### src/rtl/sr_latch_bank.sv
// sr_latch_bank: clocked bank of independent SR storage channels.
// Each channel passes its s/r requests through an optional flop synchroniser,
// then updates a stored bit with a fixed S=R=1 resolution rule. A per-channel
// "known" flag marks channels written since reset, and conflict events are
// recorded in sticky per-channel flags plus a saturating event counter.
//
// Handshake: none. s and r are level-sensitive requests sampled every cycle;
// conflict_clr is a single-cycle pulse acted on at the edge where it is high.

module sr_latch_bank #(
    parameter int WIDTH         = 8,
    parameter int SYNC_STAGES   = 2,
    parameter int CONFLICT_MODE = 0,
    parameter int CNT_W         = 4
) (
    input  logic             clk,
    input  logic             reset,
    input  logic [WIDTH-1:0] s,
    input  logic [WIDTH-1:0] r,
    input  logic             conflict_clr,
    output logic [WIDTH-1:0] q,
    output logic [WIDTH-1:0] q_n,
    output logic [WIDTH-1:0] q_known,
    output logic [WIDTH-1:0] conflict_sticky,
    output logic [CNT_W-1:0] conflict_cnt
);

    localparam logic [CNT_W-1:0] CNT_MAX = {CNT_W{1'b1}};

    // Reject parameter combinations the storage logic cannot represent.
    generate
        if (WIDTH < 1 || WIDTH > 32 || CNT_W < 1 || SYNC_STAGES < 0 ||
            CONFLICT_MODE < 0 || CONFLICT_MODE > 3) begin : g_bad_param
            $error("sr_latch_bank: illegal parameter value");
        end
    endgenerate

    // Synchronised view of the requests seen by the storage stage.
    logic [WIDTH-1:0] ss;
    logic [WIDTH-1:0] rs;

    generate
        if (SYNC_STAGES == 0) begin : g_no_sync
            assign ss = s;
            assign rs = r;
        end else begin : g_sync
            logic [WIDTH-1:0] s_pipe [SYNC_STAGES];
            logic [WIDTH-1:0] r_pipe [SYNC_STAGES];

            // Shift requests through the synchroniser; reset flushes in-flight data.
            always_ff @(posedge clk) begin
                if (reset) begin
                    for (int i = 0; i < SYNC_STAGES; i++) begin
                        s_pipe[i] <= '0;
                        r_pipe[i] <= '0;
                    end
                end else begin
                    s_pipe[0] <= s;
                    r_pipe[0] <= r;
                    for (int i = 1; i < SYNC_STAGES; i++) begin
                        s_pipe[i] <= s_pipe[i-1];
                        r_pipe[i] <= r_pipe[i-1];
                    end
                end
            end

            assign ss = s_pipe[SYNC_STAGES-1];
            assign rs = r_pipe[SYNC_STAGES-1];
        end
    endgenerate

    logic [WIDTH-1:0] conflict_vec;
    logic             conflict_any;
    logic [WIDTH-1:0] q_nxt;
    logic [WIDTH-1:0] known_nxt;
    logic [WIDTH-1:0] sticky_nxt;
    logic [CNT_W-1:0] cnt_base;
    logic [CNT_W-1:0] cnt_nxt;

    assign conflict_vec = ss & rs;
    assign conflict_any = |conflict_vec;

    // Per-channel next state from the synchronised request pair.
    always_comb begin
        q_nxt     = q;
        known_nxt = q_known;
        for (int i = 0; i < WIDTH; i++) begin
            case ({ss[i], rs[i]})
                2'b10: begin
                    q_nxt[i]     = 1'b1;
                    known_nxt[i] = 1'b1;
                end
                2'b01: begin
                    q_nxt[i]     = 1'b0;
                    known_nxt[i] = 1'b1;
                end
                2'b11: begin
                    case (CONFLICT_MODE)
                        1: begin
                            q_nxt[i]     = 1'b1;
                            known_nxt[i] = 1'b1;
                        end
                        2: begin
                            q_nxt[i]     = 1'b0;
                            known_nxt[i] = 1'b1;
                        end
                        3: begin
                            q_nxt[i]     = ~q[i];
                            known_nxt[i] = 1'b1;
                        end
                        default: begin
                            q_nxt[i]     = q[i];
                            known_nxt[i] = q_known[i];
                        end
                    endcase
                end
                default: begin
                    q_nxt[i]     = q[i];
                    known_nxt[i] = q_known[i];
                end
            endcase
        end
    end

    // Conflict bookkeeping: a clear is applied first so a same-cycle event survives it.
    always_comb begin
        cnt_base   = conflict_clr ? '0 : conflict_cnt;
        cnt_nxt    = cnt_base;
        sticky_nxt = (conflict_clr ? '0 : conflict_sticky) | conflict_vec;
        if (conflict_any && (cnt_base != CNT_MAX)) begin
            cnt_nxt = cnt_base + 1'b1;
        end
    end

    // Storage stage and conflict status registers.
    always_ff @(posedge clk) begin
        if (reset) begin
            q               <= '0;
            q_known         <= '0;
            conflict_sticky <= '0;
            conflict_cnt    <= '0;
        end else begin
            q               <= q_nxt;
            q_known         <= known_nxt;
            conflict_sticky <= sticky_nxt;
            conflict_cnt    <= cnt_nxt;
        end
    end

    assign q_n = ~q;

endmodule

### config.mk
export PLATFORM = sky130hd
export DESIGN_NAME = sr_latch_bank
export DESIGN_NICKNAME = d
export VERILOG_FILES = /design/src/rtl/sr_latch_bank.sv
export SDC_FILE = /design/constraint.sdc
export NUM_CORES = 1
export LEC_CHECK = 0
export CAP_MARGIN = 40
export CORE_MARGIN = 5
export CORE_UTILIZATION = 36
export DETAILED_ROUTE_END_ITERATION = 8
export PLACE_DENSITY_LB_ADDON = 0.25
export SYNTH_ARGS = -nofsm -noshare
export SYNTH_HDL_FRONTEND = slang
export SYNTH_SLANG_ARGS = --single-unit
### constraint.sdc
create_clock -name clk -period 1.6 [get_ports clk]
set_input_delay 0.32 -clock clk [delete_from_list [all_inputs] [get_ports clk]]
set_output_delay 0.32 -clock clk [all_outputs]
set_load 0.02 [all_outputs]
======== Word-level counts from Yosys, hierarchy flattened ========
Memory sizes are Yosys's and may differ from the RTL's.
Cells that the tools add are included.
storage, ports and cells
  bits of input ports ..................... 19
  bits in writable memories ............... 32
  flip-flop bits (word level) ............. 28
  word-level logic and storage cells ...... 81
  output and inout port bits .............. 36
  memories kept ........................... 2
cells by class
  equality and inequality tests ........... 17
  mux-type cells .......................... 18
  reduce and logical (&&, ||, !) cells .... 18
  add/subtract/negate cells ............... 1
  bitwise operators ....................... 7
memories
  memory         words  width  rd ports  clocked after memory_dff  wr ports  line  text
  g_sync.r_pipe  2      8      2         0                         2         48    logic [WIDTH-1:0] r_pipe [SYNC_STAGES];
  g_sync.s_pipe  2      8      2         0                         2         47    logic [WIDTH-1:0] s_pipe [SYNC_STAGES];
operators by type and width
  kind                   count
  $mux W8                5
  $eq A2 B1 Y1 const B   8
  $eq A2 B2 Y1 const B   8
  $pmux W1 S2            8
  $reduce_bool A2 Y1     8
  $reduce_or A2 Y1       8
  $and A8 B8 Y8          1
  $mux W4                2
  $not A8 Y8             1
  $or A8 B8 Y8           1
  $reduce_or A8 Y1       1
  $add A4 B1 Y4 const B  1
  $ne A4 B4 Y1 const B   1
  $or A1 B1 Y1           4
  $mux W1                3
  $logic_and A1 B1 Y1    1

======== Depth between registers and ports, before layout ========
  depth in word-level cells ............... 4
  mapped depth ............................ 5
  gate-level depth less buffers ........... 5

======== Worst setup path before layout ========
OpenSTA, ideal clock, no wires.
  path kind ............................... reg-to-reg
  from .................................... register conflict_cnt[0]
  to ...................................... register conflict_cnt[1]
  slack ................................... 159 ps
  period minus slack after synthesis ...... 1,441 ps
  data arrival time ....................... 1,325 ps
  setup time .............................. 116 ps
  data required time ...................... 1,484 ps
  buffers on the path ..................... 0
  stages on the path, launching flop included .. 6
  cell sequence ........................... dfxtp_1 -> and2b_1 -> ha_1 -> a32oi_1 -> nor3b_1 -> a31o_1
between the ends
  word-level cells in the longest chain between the ends .. 4
  elaborated cells between the ends (all ways) .. 5
  classes of those cells .................. add/sub: 1; eq/ne: 1; mux: 2; reduce/logical: 1
RTL lines
  element                                                                line  text
  from (decl)                                                            25    output logic [CNT_W-1:0] conflict_cnt
  from (signal assigned)                                                 146   conflict_cnt <= cnt_nxt;
  $mux W4 *                                                              127   cnt_base = conflict_clr ? '0 : conflict_cnt;
  parallel branches: the longest is 2 deep, another holds $add A4 B1 Y4  n/a
  $mux W4 *                                                              130   if (conflict_any && (cnt_base != CNT_MAX)) begin
Mark *: on every way between the ends.
A chain may end at the register's enable or synchronous reset.

======== Worst setup path after layout ========
  from .................................... input port conflict_clr
  to ...................................... register conflict_cnt[1]
between the ends
  word-level cells in the longest chain between the ends .. 4
  elaborated cells between the ends (all ways) .. 5
  classes of those cells .................. add/sub: 1; eq/ne: 1; mux: 2; reduce/logical: 1
RTL lines
  element                                                                line  text
  from (decl)                                                            20    input logic conflict_clr,
  $mux W4 *                                                              127
  parallel branches: the longest is 2 deep, another holds $add A4 B1 Y4  n/a
  $mux W4 *                                                              130
Marks and branches as above.

==> results.json <==
{
  "groute.usage.overall_pct": 10.8,
  "synth-edff-count": 0,
  "ys.flop_type": "sky130_fd_sc_hd__dfxtp_1",
  "launching_element_type_of_the_critical_path": "primary input",
  "nFillCells": 586,
  "synth.ff_latch_count": 60,
  "placeableCoreArea_mm2": 0.00582,
  "first_global_vias": 1379,
  "chipHeight_um": 86.8,
  "worst-r2r-cell-count": 5,
  "worst_ir_drop_vdd_mv": 0.690,
  "clockBufferDepth": 2,
  "netlist.area_leader.share_pct": 56.5,
  "critPathCapture": "conflict_cnt[1]",
  "p_per_area_mw_per_mm2": 1030,
  "r2r_slack_ps": 70,
  "cp_cell_sequence": "clkdlybuf4s50_1, and2b_1, ha_2, a32oi_4, nor3b_1, a31o_1",
  "most-common-layout-cells": "60 x sky130_fd_sc_hd__dfxtp_1, 32 x sky130_fd_sc_hd__nor2b_1, 28 x sky130_fd_sc_hd__dlygate4sd2_1",
  "metal1_wirelength_um": 1640,
  "p_sw_uw": 732,
  "worst_reg2reg_path_endpoint": "conflict_cnt[2]",
  "crit_cells": 6,
  "status": "completed",
  "cp.buffers_inverters": 1,
  "synthesis.instances": 211,
  "clock_power_share_pct": 36.3,
  "p_leak_nw": 1.44,
  "post-route-drc-count": 0,
  "floorplan.initialDensity_pct": 36.6,
  "tritoncts_num_sinks": 60,
  "whs_ps": 255,
  "num_io_pins": 55,
  "drt-initial-drc-count": 40,
  "worst_ep_required_time_ps": 1820,
  "area_growth_syn_to_layout_pct": 38.6,
  "comb_power_share_pct": 11.1,
  "pin_count_of_the_biggest_net_entering_global_routing": 33,
  "timing.hold.worst_path_depth": 2,
  "timing.final.crit_period_ps": 1540,
  "route.met3.wl_um": 321,
  "avgSynthCellArea_um2": 10.1,
  "vias_per_cell": 4.16,
  "tightestPinTransition_ps": 376,
  "layout_worst_path_cycle_share_pct": 96.3,
  "power.share.sequential_pct": 52.6,
  "top_signal_layer_used": "met4",
  "timing.critical_path.slowest_cell_delay_ps": 490,
  "path_max_fanout": 3,
  "detailed_place.area_mm2": 0.00278,
  "cpLargestDelayFamily": "buffers and inverters",
  "switch_share_pct": 24.1,
  "timing_limited_maximum_frequency_mhz": 649,
  "timing.max_cap.violations": 0,
  "report.power.total_mw": 3.04,
  "end_kind": "flip-flop",
  "cts_hold_repair.buffers": 0,
  "syn-num-nets": 247,
  "slew_headroom_pct": 74.7,
  "finalClockSkew_ps": 3.63,
  "critical_path_arrival_ps": 1760,
  "port_buffers": 54,
  "number_of_iterations_in_the_first_detailed_routing_pass": 4,
  "row_count": 28,
  "critPathLaunch": "conflict_clr",
  "final_common_cell": "sky130_fd_sc_hd__dfxtp_1",
  "final-max-slew-violation-count": 0,
  "gp_congestion": 0.783,
  "async_reset_ff_share_pct": 0,
  "crit-reg2reg-launch": "g_sync.r_pipe[0][13]",
  "dp_hpwl_um": 2690,
  "die_width_um": 86.8,
  "hold_violations": 0,
  "netlist_area_mm2": 0.00213,
  "p_int_mw": 2.31,
  "final_cell_area_mm2": 0.00295,
  "netlist.top_cell.by_area": "sky130_fd_sc_hd__dfxtp_1",
  "sum_of_negative_setup_slack_ps": 0,
  "timing.final.setup_violations": 0,
  "clock_insertion_delay_worst_skew_ps": 330,
  "insertedDiodeCount": 0,
  "met2RoutedLength_um": 1760,
  "clk_pin_slew_worst_paths_ps": 60,
  "post-cts-setup-buffer-count": 0,
  "synthesis.yosys.warnings": 0,
  "initial_antenna_violation_count": 0,
  "cts_buffer_count": 9,
  "setup.worst_path.class": "in -> reg",
  "routed_wire_per_std_cell_um": 10.8,
  "fp.dieArea_mm2": 0.00754,
  "crit_path_top_delay_cell": "sky130_fd_sc_hd__clkdlybuf4s50_1",
  "ant_nets": 0,
  "num-nets-final": 312,
  "htree_num_levels": 3,
  "grt_pass1_wl_um": 6050,
  "vias": 1474,
  "cts_root_buffer": "sky130_fd_sc_hd__clkbuf_8",
  "post_route_cells_drive_above_1_share_pct": 11.1,
  "yosysSeqAreaShare_pct": 56.5,
  "globalRoute.totalOverflow": 0,
  "detail_route.wirelength_um": 3810,
  "clock_tree_from_tritoncts": "yes",
  "synth.lib_cells_used.distinct": 22,
  "synth_top_cells_by_area": "sky130_fd_sc_hd__dfxtp_1 57%, sky130_fd_sc_hd__ha_1 10%, sky130_fd_sc_hd__nor2b_1 9.4%, sky130_fd_sc_hd__a21oi_1 6.4%, sky130_fd_sc_hd__inv_1 4.4%",
  "hold_path_class": "in -> reg"
}
-- power by group through the flow --
stage / registers, mW / clock network, mW / logic, mW
after floorplan: 1.68 / 0 / 0.150
after global placement: 1.63 / 0 / 0.366
after detailed placement: 1.64 / 0 / 0.370
after CTS: 1.60 / 1.15 / 0.343
after global routing: 1.61 / 1.23 / 0.373
final: 1.60 / 1.10 / 0.337
-- flip-flops by register name, summed over array words and instances, names as in the netlist --
register,flops
q,8
conflict_cnt,4
q_known,8
g_sync.s_pipe,16
conflict_sticky,8
g_sync.r_pipe,16
-- kinds of logic after synthesis --
family | Yosys count | synth area share, %
AND/OR/NAND/NOR | 70 | 19.5
AO/OA/AOI/OAI | 30 | 7.65
XOR/XNOR | 1 | 0.412
adder cells (fa/ha/maj) | 17 | 10.0
buffers and inverters | 33 | 5.89
flip-flops | 60 | 56.5
-- synthesized netlist by cell type (all sizes together), types with 2 or more instances --
library cell / n
and2b: 2
ha: 17
nor2: 25
nand2: 4
inv: 26
a21oi: 27
nor2b: 33
nor4: 2
dfxtp: 60
clkbuf: 6
-- final cells by class --
type / instances / area, um2 / share of cell area [%]
clock inverters: 3 / 15.0 / 0.510
inverters: 26 / 97.6 / 3.31
repair buffers: 61 / 573 / 19.4
flip-flops and latches: 60 / 1200 / 40.8
multi-input cells: 118 / 825 / 28.0
well taps: 75 / 93.8 / 3.18
clock buffers: 11 / 141 / 4.80
-- worst register-to-register path: stages (launching register included) --
cell and delay (ps):
sky130_fd_sc_hd__dfxtp_1 320, sky130_fd_sc_hd__ha_1 230, sky130_fd_sc_hd__nor4_4 420, sky130_fd_sc_hd__nand2_2 130, sky130_fd_sc_hd__and4b_4 220, sky130_fd_sc_hd__nor3_2 130
-- worst min-delay path by stage --
stage                      endpoint  slack, ps           startpoint
6_report            conflict_cnt[2]        260                reset
5_1_grt             conflict_cnt[2]        250                reset
4_1_cts             conflict_cnt[0]        250                reset
3_5_place_dp   g_sync.r_pipe[0][12]        420  g_sync.r_pipe[0][4]
3_3_place_gp    g_sync.s_pipe[0][9]        420  g_sync.s_pipe[0][1]
2_1_floorplan  g_sync.r_pipe[0][10]        410  g_sync.r_pipe[0][2]
-- metrics by stage --
stage	setup slack, ps	instances	utilization, %
CTS	3.14	354	50.0
floorplan	159	211	-
global route	-25.6	354	50.7
global placement	-303	340	47.8
detailed placement	-373	340	47.8
finish	59.7	354	50.7
-- routing by layer --
metal  vias up  track usage, %
met5         -               0
met4         0            6.37
met3        10            4.75
met2        40            16.6
met1       638            12.2
li1        786               -
-- what timing repair did --
action | CTS | global route
resized for setup | 29 | 11
endpoints found under the setup margin | 29 | 10
pin swaps | 0 | 1
No activity file was read; power rests on OpenSTA's default activity.
